`config.mk`:
```
export PLATFORM = sky130hd
export DESIGN_NAME = index_sampler
export DESIGN_NICKNAME = d
export VERILOG_FILES = /design/src/rtl/index_sampler.sv
export SDC_FILE = /design/constraint.sdc
export NUM_CORES = 1
export LEC_CHECK = 0
export ABC_AREA = 1
export BUFFER_PORTS_ARGS = -buffer_cell sky130_fd_sc_hd__buf_2
export CORE_UTILIZATION = 38
export CTS_BUF_LIST = sky130_fd_sc_hd__clkbuf_16
export DETAILED_ROUTE_END_ITERATION = 7
export PLACE_DENSITY = 0.64
export SYNTH_ARGS = -nofsm -noshare
export SYNTH_HDL_FRONTEND = slang
export SYNTH_SLANG_ARGS = --single-unit
```
`constraint.sdc`:
```
create_clock -name clock -period 2.2 [get_ports clock]
set_input_delay 0.11 -clock clock [delete_from_list [all_inputs] [get_ports clock]]
set_output_delay 0.11 -clock clock [all_outputs]
set_load 0.1 [all_outputs]
```
`src/rtl/index_sampler.sv`:
```
// index_sampler
//   Pulls candidate indices from an external FIFO and collects WEIGHT distinct
//   in-range values (index < LIMIT) into a bitmap. Duplicates and out-of-range
//   candidates are dropped silently.
//
//   Ports
//     clock        rising-edge clock
//     reset        synchronous, active-high reset (has priority over start)
//     start        one-cycle pulse that (re)starts a sampling run from any state
//     fifo_empty   FIFO has no data
//     fifo_dout    FIFO read data, valid the cycle after fifo_rd_en
//     fifo_rd_en   FIFO pop request (combinational)
//     index_out    most recently accepted index
//     index_valid  one-cycle strobe: index_out was just accepted
//     bitmap       bit i set once index i has been accepted
//     busy         high while collecting
//     done         one-cycle pulse once WEIGHT indices are held in bitmap
//     reject_count (only with INDEX_SAMPLER_STATS_EN) saturating count of
//                  discarded duplicate / out-of-range candidates
//
//   Build option: define INDEX_SAMPLER_STATS_EN to add reject_count.

module index_sampler #(
    parameter int IDX_WIDTH = 7,
    parameter int LIMIT     = 101,
    parameter int WEIGHT    = 16
) (
    input  logic                 clock,
    input  logic                 reset,
    input  logic                 start,
    input  logic                 fifo_empty,
    input  logic [IDX_WIDTH-1:0] fifo_dout,
    output logic                 fifo_rd_en,
    output logic [IDX_WIDTH-1:0] index_out,
    output logic                 index_valid,
    output logic [LIMIT-1:0]     bitmap,
    output logic                 busy,
    output logic                 done
`ifdef INDEX_SAMPLER_STATS_EN
    ,
    output logic [15:0]          reject_count
`endif
);

    localparam int CW = $clog2(WEIGHT) + 1;
    localparam logic [CW-1:0]        WEIGHT_C = CW'(WEIGHT);
    // One extra bit so LIMIT == 2**IDX_WIDTH is representable.
    localparam logic [IDX_WIDTH:0]   LIMIT_C  = (IDX_WIDTH + 1)'(LIMIT);

    typedef enum logic [1:0] {
        IDLE,
        COLLECT,
        DRAIN
    } state_t;

    state_t               state_q, state_d;
    logic [CW-1:0]        count_q, count_d;
    logic                 rd_valid_q, rd_valid_d;
    logic [LIMIT-1:0]     bitmap_q, bitmap_d;
    logic [IDX_WIDTH-1:0] index_out_q, index_out_d;
    logic                 index_valid_q, index_valid_d;
`ifdef INDEX_SAMPLER_STATS_EN
    logic [15:0]          reject_q, reject_d;
`endif

    logic in_range;
    logic is_new;
    logic evaluate;

    always_comb begin
        state_d       = state_q;
        count_d       = count_q;
        bitmap_d      = bitmap_q;
        index_out_d   = index_out_q;
        index_valid_d = 1'b0;
`ifdef INDEX_SAMPLER_STATS_EN
        reject_d      = reject_q;
`endif

        fifo_rd_en = (state_q == COLLECT) && !fifo_empty && (count_q < WEIGHT_C);
        rd_valid_d = fifo_rd_en;

        in_range = ({1'b0, fifo_dout} < LIMIT_C);
        is_new   = in_range && !bitmap_q[fifo_dout];
        // Data returning after the quota is met (at most one word) is ignored.
        evaluate = rd_valid_q && (state_q == COLLECT) && (count_q < WEIGHT_C);

        case (state_q)
            IDLE: begin
                state_d = IDLE;
            end
            COLLECT: begin
                if (evaluate) begin
                    if (is_new) begin
                        bitmap_d[fifo_dout] = 1'b1;
                        count_d             = count_q + CW'(1);
                        index_out_d         = fifo_dout;
                        index_valid_d       = 1'b1;
                        if (count_d == WEIGHT_C) begin
                            state_d = DRAIN;
                        end
                    end
`ifdef INDEX_SAMPLER_STATS_EN
                    else if (reject_q != '1) begin
                        reject_d = reject_q + 16'd1;
                    end
`endif
                end
            end
            DRAIN: begin
                state_d = IDLE;
            end
            default: begin
                state_d = IDLE;
            end
        endcase

        // A start pulse wins over everything in the run and drops any read in flight.
        if (start) begin
            state_d       = COLLECT;
            count_d       = '0;
            rd_valid_d    = 1'b0;
            bitmap_d      = '0;
            index_valid_d = 1'b0;
`ifdef INDEX_SAMPLER_STATS_EN
            reject_d      = '0;
`endif
        end
    end

    always_ff @(posedge clock) begin
        if (reset) begin
            state_q       <= IDLE;
            count_q       <= '0;
            rd_valid_q    <= 1'b0;
            bitmap_q      <= '0;
            index_out_q   <= '0;
            index_valid_q <= 1'b0;
`ifdef INDEX_SAMPLER_STATS_EN
            reject_q      <= '0;
`endif
        end else begin
            state_q       <= state_d;
            count_q       <= count_d;
            rd_valid_q    <= rd_valid_d;
            bitmap_q      <= bitmap_d;
            index_out_q   <= index_out_d;
            index_valid_q <= index_valid_d;
`ifdef INDEX_SAMPLER_STATS_EN
            reject_q      <= reject_d;
`endif
        end
    end

    assign index_out   = index_out_q;
    assign index_valid = index_valid_q;
    assign bitmap      = bitmap_q;
    assign busy        = (state_q == COLLECT);
    assign done        = (state_q == DRAIN);
`ifdef INDEX_SAMPLER_STATS_EN
    assign reject_count = reject_q;
`endif

endmodule
```
==> impl_metrics.ini, run 1 <==
[route]
drc = 0
detail_route.wl_per_cell_um = 14.9
drt-pass1-iter-count = 5
detail_route.vias_per_cell = 4.95
totalWireLength_um = 17900
drtIter0Drc = 519
num_vias = 5958
ant_nets = 0

[critical_path]
worstSetupStartpoint = bitmap[41]$_SDFFE_PP0P_
worstPathCellList = inv_1 > nand2_1 > nand3_1 > nand2_1 > nor2_1 > nor2_1 > nor2_1 > nand2_1 > a21oi_2 > nand3_2 > nor2_4 > buf_12 > nand3_1 > nand2_1
cpPeakStageDelay_ns = 0.33
slowest_stage = dfxtp_1
r2r_cells = 14
worstReg2RegStart = bitmap[41]$_SDFFE_PP0P_
crit_fanout = 57
r2r_end = bitmap[86]$_SDFFE_PP0P_
crit_required_ns = 2.56
crit_path_end = bitmap[86]$_SDFFE_PP0P_
cp_common_cell = nand2_1
crit_path_start_kind = register
endpoint_kind = register
critical_path_class = reg2reg
rrSetupSlack_ns = 0.27
worst_ep_arrival_time_ns = 2.30

[clock_network]
clock_sinks = 117
cts_made_buffers = 17
clockBufferDepth = 2
post_cts_buffers = 0
clk_latency_ns = 0.42
cts_tree = yes
clk_pin_slew_worst_paths_ns = 0.06
htreeDepth = 4
cts-root-buf = clkbuf_16

[pwr]
sw_frac_of_total_pct = 23.3
power.internal_uw = 3950
ir_drop_mv = 0.490
clockPowerShare_pct = 52.4
p_seq_share_pct = 41.3
combPwrFrac_pct = 6.3
p_per_area_nw_per_um2 = 724
p_switching_uw = 1200
leakagePower_uw = 0.00396

[global_route]
grt_pass1_wl_um = 28400
grt_pass1_vias = 5281
antenna_found_initial = 0
grt_usage_pct = 24.9
grt_max_degree = 106
grt.overflow.total = 0

[yosys]
synth_seq_area_share_pct = 42.3
synthCells = 878
ys_types = 28
ys_seq_elements = 117
ys_warn_count = 0
synth.avg_cell_area_um2 = 6.31
async_reset_ff_share_pct = 0
synth_area_leaders = dfxtp_1, nand2_1, nand3_1
synth_fp_nets = 891
synth_area_um2 = 5540
synth-edff-count = 0
synth_top_area_cell = dfxtp_1
yosysTopAreaCellShare_pct = 42.3
ys.flop_type = dfxtp_1

[timing]
worst_pin_slew_ns = 0.688
hold_violations = 0
min_period_ns = 1.93
max_freq_ghz = 0.517
finalCritPeriodShare_pct = 87.8
skew_ns = 0.00961
setup_slack_ns = 0.267
setup_viol = 0
final_max_slew_viol_count = 0
rsz0062_at_grt = false
fin_tns_setup_ns = 0
slew_headroom_pct = 54.0

[layout]
final_cell_mix = nand2_1, buf_2, nand3_1
diodes = 0
nets = 1026
areaGrowthSynthToFinish_pct = 28.3
multi_input_area_um2 = 2730
mostFrequentLayoutCell = nand2_1
register_area_um2 = 2380
n_fill_cell = 1458
drive_above_1_share_pct = 22.1

[floorplan]
die-area_um2 = 15100
core_area_um2 = 14000
die_y_um = 123
initial_core_util_pct = 39.5
io_pins = 123
die_w_um = 123
num_rows = 43

[place]
place_ws_ns = 0.0452
place.detailed.hpwl_um = 12000
portBuffers = 122
gp_congestion = 0.849

[job]
cap_viol_max_count = 0

[hold_path]
min_path_type = in2reg

[outcome]
outcome = finished clean
## how the worst min path moves through the flow
stage,slack [ns],startpoint,to,cells past startpoint
6_report,0.03,fifo_dout[3],index_out[3]$_SDFFE_PP0P_,3
5_1_grt,0.06,fifo_dout[3],index_out[3]$_SDFFE_PP0P_,3
4_1_cts,0.02,fifo_dout[5],index_out[5]$_SDFFE_PP0P_,3
3_5_place_dp,0.32,fifo_empty,rd_valid_q$_SDFF_PP0_,2
3_3_place_gp,0.32,fifo_empty,rd_valid_q$_SDFF_PP0_,2
2_1_floorplan,0.18,reset,index_out[5]$_SDFFE_PP0P_,1
## worst max-delay path: cells and delay by family (launching register included)
| family | cells | cell delay [ns] |
|---|---|---|
| DFF | 1 | 0.33 |
| and+or+nand+nor | 11 | 1.03 |
| buffers and inverters | 2 | 0.32 |
| AOI/OAI and AO/OA | 1 | 0.17 |
## cells by family after synthesis
kind of cell | after synthesis | synth area share, %
buffers and inverters | 105 | 8.80
adders and majority gates | 2 | 0.451
and+or+nand+nor | 626 | 45.7
xor gates and xnor gates | 3 | 0.474
DFF | 117 | 42.3
AOI/OAI and AO/OA | 25 | 2.35
## flip-flops by register name, summed over array words and instances, names as in the netlist
register     flops
count_q          5
rd_valid_q       1
bitmap         101
index_out        7
index_valid      1
state_q          2
## layout make-up
cell class	count	share of cell area (%)
sequential	117	33.5
multi-input combinational	656	38.4
clock inverter	13	2.02
tap	180	3.17
clock buffer	17	5.98
timing repair buffer	163	13.8
inverter	58	3.06
## timing repair
action                                  in CTS  in global routing
hold buffers                                 4                  0
endpoints found under the setup margin       0                  9
resized for setup                            0                  2
endpoints found under the hold margin        4                  0
## per-layer routing
| metal | GRT usage [%] | part of all wire [%] | up-vias |
|---|---|---|---|
| met5 | 0 | 0 | - |
| met1 | 35.0 | 47 | 2700 |
| li1 | - | - | 2991 |
| met4 | 9.83 | 2.5 | 0 |
| met3 | 5.11 | 7.8 | 38 |
| met2 | 37.0 | 43 | 229 |
## power groups by stage
stage,clock (uW),combinational [uW],sequential (uW)
finish,2700,322,2130
global route,2830,345,2120
floorplan,0,178,2180
detailed placement,0,313,2170
global placement,0,314,2170
CTS,2730,319,2130
## cells in the mapped netlist, drive strengths merged (2+ instances only)
cell,number
buf,26
dfxtp,117
nand4,2
a21oi,13
clkbuf,21
o21ai,11
and3,2
nor2,50
nand3,120
inv,57
ha,2
nand2,446
xor2,2
nor3,3
## through the flow
step	hold slack, ns	power, uW	util [%]	cell area (um^2)	std cells
finish	0.0313	5150	50.6	7110	1204
global route	0.0550	5300	50.6	7110	1204
CTS	0.0170	5180	50.6	7100	1204
detailed placement	0.317	2480	46.2	6490	1170
global placement	0.321	2480	46.2	6490	1170
floorplan	0.179	2360	-	5590	878
Note: power is estimated with default switching activity, not from simulation.
==> run 2, diff against run 1 <==
Settings changed: RECOVER_POWER set to 25.
==> run 2 against run 1 <==
  * Design area decreased by 1.1%
  * Flip-flop and latch count is the same
  * Critical path type unchanged
  * Sequential power hardly changed
==> impl_metrics.ini, run 2 (synthesis gave the netlist of run 1 again) <==
[timing]
hold_violations = 0
slew_headroom_pct = 21.4
rsz0062_at_grt = false
fin_tns_setup_ns = 0
finalCritPeriodShare_pct = 88.2
skew_ns = 0.00950
max_freq_ghz = 0.516
worst_pin_slew_ns = 1.18
final_max_slew_viol_count = 0
timing.hold.ws_ns = 0.0291
setup_viol = 0
min_period_ns = 1.94

[route]
drc = 0
top_layer = met4
detail_route.wl_per_cell_um = 14.9
drtIter0Drc = 494
detail_route.vias_per_cell = 4.93
wl_met3_um = 1360
wl_met1_um = 8400
totalWireLength_um = 18000
ant_nets = 0
wl_met2_um = 7810
num_vias = 5938
drt-pass1-iter-count = 5

[floorplan]
die-area_um2 = 15100
initial_core_util_pct = 39.5
die_y_um = 123
num_rows = 43
io_pins = 123
die_w_um = 123
core_area_um2 = 14000

[critical_path]
cp_common_cell = nand2_1
crit_required_ns = 2.57
endpoint_kind = register
critical_path_class = reg2reg
cp_num_buf_inv = 2
crit_family = simple AND/OR/NAND/NOR gates
cpPeakStageDelay_ns = 0.33
crit_fanout = 57
worst_ep_arrival_time_ns = 2.31
slowest_stage = dfxtp_1
worstPathCellList = inv_1 > nand2_1 > nand3_1 > nand2_1 > nor2_1 > nor2_1 > nor2_1 > nand2_1 > a21oi_2 > nand3_2 > nor2_4 > buf_12 > nand3_1 > nand2_1
crit_path_start_kind = register

[clock_network]
post_cts_buffers = 0
clockBufferDepth = 2
cts_made_buffers = 17
clk_latency_ns = 0.42
htreeDepth = 4
clock_sinks = 117
cts-root-buf = clkbuf_16
clk_pin_slew_worst_paths_ns = 0.06
cts_tree = yes

[pwr]
ir_drop_mv = 0.493
leakagePower_uw = 0.00371
p_per_area_nw_per_um2 = 731

[place]
place.detailed.hpwl_um = 12000
gp_congestion = 0.849
place_area_um2 = 6490
portBuffers = 122

[outcome]
outcome = finished clean

[layout]
largest_reg_flops = 101
mostFrequentLayoutCell = nand2_1
post-route-util_pct = 50.1
final_cell_mix = nand2_1, nand3_1, dfxtp_1
areaGrowthSynthToFinish_pct = 26.9
fin_area_um2 = 7030
drive_above_1_share_pct = 16.5
nets = 1026
diodes = 0

[global_route]
grt.overflow.total = 0
grt_usage_pct = 24.9
grt_pass1_vias = 5281
grt_max_degree = 106
antenna_found_initial = 0
grt_pass1_wl_um = 28400

[hold_path]
min_path_type = in2reg

[job]
cap_viol_max_count = 0
## run 2: changes by cell type in the layout (fill, tap and decap cells not counted)
cell	before	now
buf_2	122	66
nor2_4	2	1
nor2_1	48	49
clkbuf_1	0	56
## run 2: cell type report
cell class / instances / area [um^2]
timing repair buffer: 163 / 912
sequential: 117 / 2380
tap: 180 / 225
clock buffer: 17 / 425
fill: 1479 / 7010
multi-input combinational: 656 / 2730
clock inverter: 13 / 144
inverter: 58 / 218
## run 2: power by group
part	leakage, uW	internal [uW]	switching, uW	total (uW)
registers	0.000959	2120	1.78	2130
clock network	0.000280	1740	958	2700
logic	0.00247	81.0	239	320
## run 2: worst reg2reg max path, cell delays in order, from the launching register on
cell and delay [ns]:
dfxtp_1 0.33, inv_1 0.06, nand2_1 0.05, nand3_1 0.09, nand2_1 0.06, nor2_1 0.13
nor2_1 0.05, nor2_1 0.10, nand2_1 0.08, a21oi_2 0.17, nand3_2 0.11, nor2_4 0.15
buf_12 0.26, nand3_1 0.16, nand2_1 0.08
## run 2: path summary, 6_finish.rpt
kind	startpoint	end	slack [ns]	cells after the start
max	bitmap[41]$_SDFFE_PP0P_	bitmap[86]$_SDFFE_PP0P_	0.26	14
min	fifo_dout[3]	index_out[3]$_SDFFE_PP0P_	0.03	3
max reg2reg	bitmap[41]$_SDFFE_PP0P_	bitmap[86]$_SDFFE_PP0P_	0.26	14
min reg2reg	bitmap[26]$_SDFFE_PP0P_	bitmap[26]$_SDFFE_PP0P_	0.45	2
## run 2: what timing repair did
action | 4_1_cts | 5_1_grt
hold buffers | 4 | 0
gates resized for setup | 0 | 2
setup endpoints to repair | 0 | 9
hold endpoints to repair | 4 | 0
## run 2: per-layer routing
metal	track usage, %	vias to the layer above
met5	0	-
met4	9.83	0
li1	-	2994
met3	5.11	36
met1	35.0	2683
met2	37.0	225
## run 2: stage by stage
step | worst slack [ns] | instances | total power [uW]
2_1_floorplan | 0.0412 | 878 | 2360
3_3_place_gp | 0.132 | 1170 | 2480
3_5_place_dp | 0.0452 | 1170 | 2480
4_1_cts | 0.272 | 1204 | 5180
5_1_grt | 0.0345 | 1204 | 5290
6_report | 0.261 | 1204 | 5140
==> run 3, diff against run 2 <==
Clock period 2.2 ns to 2.1 ns, I/O delays scaled along.
==> run 3 against run 2 <==
  * Clock-buffer cell count unchanged
  * Non-clock buffer count increased by 21
  * Combinational power increased by 13%
  * Register-to-register slack got worse by 0.16 ns
  * Power increased by 11%
  * Design area increased by 8.9%
  * Maximum frequency decreased by 3.0%
  * Sequential power increased by 4%
==> impl_metrics.ini, run 3 (synthesis gave the netlist of run 1 again) <==
[outcome]
outcome = finished clean

[timing]
max_freq_ghz = 0.500
final_max_slew_viol_count = 0
setup_slack_ns = 0.100
min_period_ns = 2.00
setup_viol = 0
hold_violations = 0
slew_headroom_pct = 20.7
skew_ns = 0.00925
finalCritPeriodShare_pct = 95.2
worst_pin_slew_ns = 1.19
rsz0062_at_grt = true

[clock_network]
clock_sinks = 117
cts_made_buffers = 17
cts_tree = yes
htreeDepth = 4
cts-root-buf = clkbuf_16
clk_pin_slew_worst_paths_ns = 0.06
clockBufferDepth = 2
clk_latency_ns = 0.43

[layout]
final_cell_mix = nand2_1, nand3_1, dfxtp_2
nets = 1047
drive_above_1_share_pct = 27.8
finalNonFillerCells = 1227
n_fill_cell = 1412
diodes = 0
areaGrowthSynthToFinish_pct = 38.2
largest_reg_flops = 101
fin_area_um2 = 7660
mostFrequentLayoutCell = nand2_1

[floorplan]
die-area_um2 = 15100
initial_core_util_pct = 39.5
die_w_um = 123
core_area_um2 = 14000
die_y_um = 123
io_pins = 123
num_rows = 43

[job]
cap_viol_max_count = 0

[route]
num_vias = 6138
drc = 0
totalWireLength_um = 19200
detail_route.wl_per_cell_um = 15.6
ant_nets = 0
drtIter0Drc = 535
drt-pass1-iter-count = 5
detail_route.vias_per_cell = 5.00

[global_route]
grt_max_degree = 106
antenna_found_initial = 0
grt_pass1_wl_um = 28500
grt_pass1_vias = 5402
grt.overflow.total = 0
grt_usage_pct = 25.2

[critical_path]
cp_num_buf_inv = 3
worstPathCellList = inv_1 > nand2_1 > nand3_1 > nand2_1 > nor2_2 > nor2_1 > nor2_1 > nand2_1 > a21oi_2 > nand3_2 > nor2_4 > clkbuf_16 > clkbuf_16 > nand3_2 > nand2_1
worstSetupStartpoint = bitmap[36]$_SDFFE_PP0P_
crit_fanout = 8
slowest_stage = dfxtp_2
cp_common_cell = nand2_1
critical_path_class = reg2reg
worstReg2RegStart = bitmap[36]$_SDFFE_PP0P_
crit_required_ns = 2.46
cpPeakStageDelay_ns = 0.32
worst_ep_arrival_time_ns = 2.36
crit_family = simple AND/OR/NAND/NOR gates
endpoint_kind = register
crit_path_start_kind = register

[hold_path]
min_from = fifo_dout[3]
min_path_type = in2reg

[place]
place_area_um2 = 6690
place.detailed.hpwl_um = 12400
placed_cells = 1178
portBuffers = 122
place_ws_ns = -0.0161
gp_congestion = 0.834

[pwr]
leakagePower_uw = 0.00397
p_per_area_nw_per_um2 = 748
ir_drop_mv = 0.517
run 3: changes by cell type in the layout (fill, tap and decap cells not counted), sizes merged:
cell and delta:
clkinv +3, dlygate4sd3 +1, buf +20, clkinvlp -1
inv -2, bufinv +2
run 3: report_power, final:
part / internal, uW / total [uW] / switching [uW]
clock: 2090 / 3150 / 1060
combinational: 101 / 362 / 261
sequential: 2220 / 2220 / 1.83
total: 4410 / 5730 / 1320
run 3: layout make-up:
type	instances	area (um^2)	area share, %
sequential	117	2470	32.2
clock buffer	17	425	5.55
inverter	58	218	2.84
timing repair buffer	184	1280	16.8
clock inverter	15	211	2.76
tap	180	225	2.94
multi-input combinational	656	2830	36.9
run 3: worst paths after layout:
check                                   end  slack (ns)  cells after the start
setup / recovery    bitmap[42]$_SDFFE_PP0P_        0.10                     15
hold reg to reg     bitmap[60]$_SDFFE_PP0P_        0.45                      2
setup reg to reg    bitmap[42]$_SDFFE_PP0P_        0.10                     15
hold / removal    index_out[3]$_SDFFE_PP0P_        0.03                      3
run 3: worst register-to-register path, delay by kind of cell (launching register included):
family / cells / cell delay (ns)
and+or+nand+nor: 11 / 1.00
buffers and inverters: 3 / 0.45
DFF: 1 / 0.32
AOI/OAI and AO/OA: 1 / 0.17
run 3: timing repair:
action / 4_1_cts / 5_1_grt
setup endpoints to repair: 0 / 99
buffers inserted: 0 / 4
resized for setup: 0 / 29
hold buffers: 5 / 0
endpoints found under the hold margin: 4 / 0
run 3: layer usage:
metal  part of all wire (%)  vias to the layer above  GRT usage [%]
met5                      0                        -              0
li1                       -                     3043              -
met3                    7.7                       33           6.13
met2                     44                      265           37.2
met1                     46                     2797           34.8
met4                    2.6                        0           10.3
run 3: through the flow:
stage / util (%) / setup TNS, ns / power, uW / hold slack, ns
after floorplan: - / 0 / 2470 / 0.174
after global placement: 47.6 / -1.12 / 2610 / 0.315
after detailed placement: 47.6 / -0.121 / 2610 / 0.317
after CTS: 52.5 / 0 / 5750 / 0.0149
after global routing: 54.6 / -0.308 / 5900 / 0.0489
final: 54.6 / 0 / 5730 / 0.0302
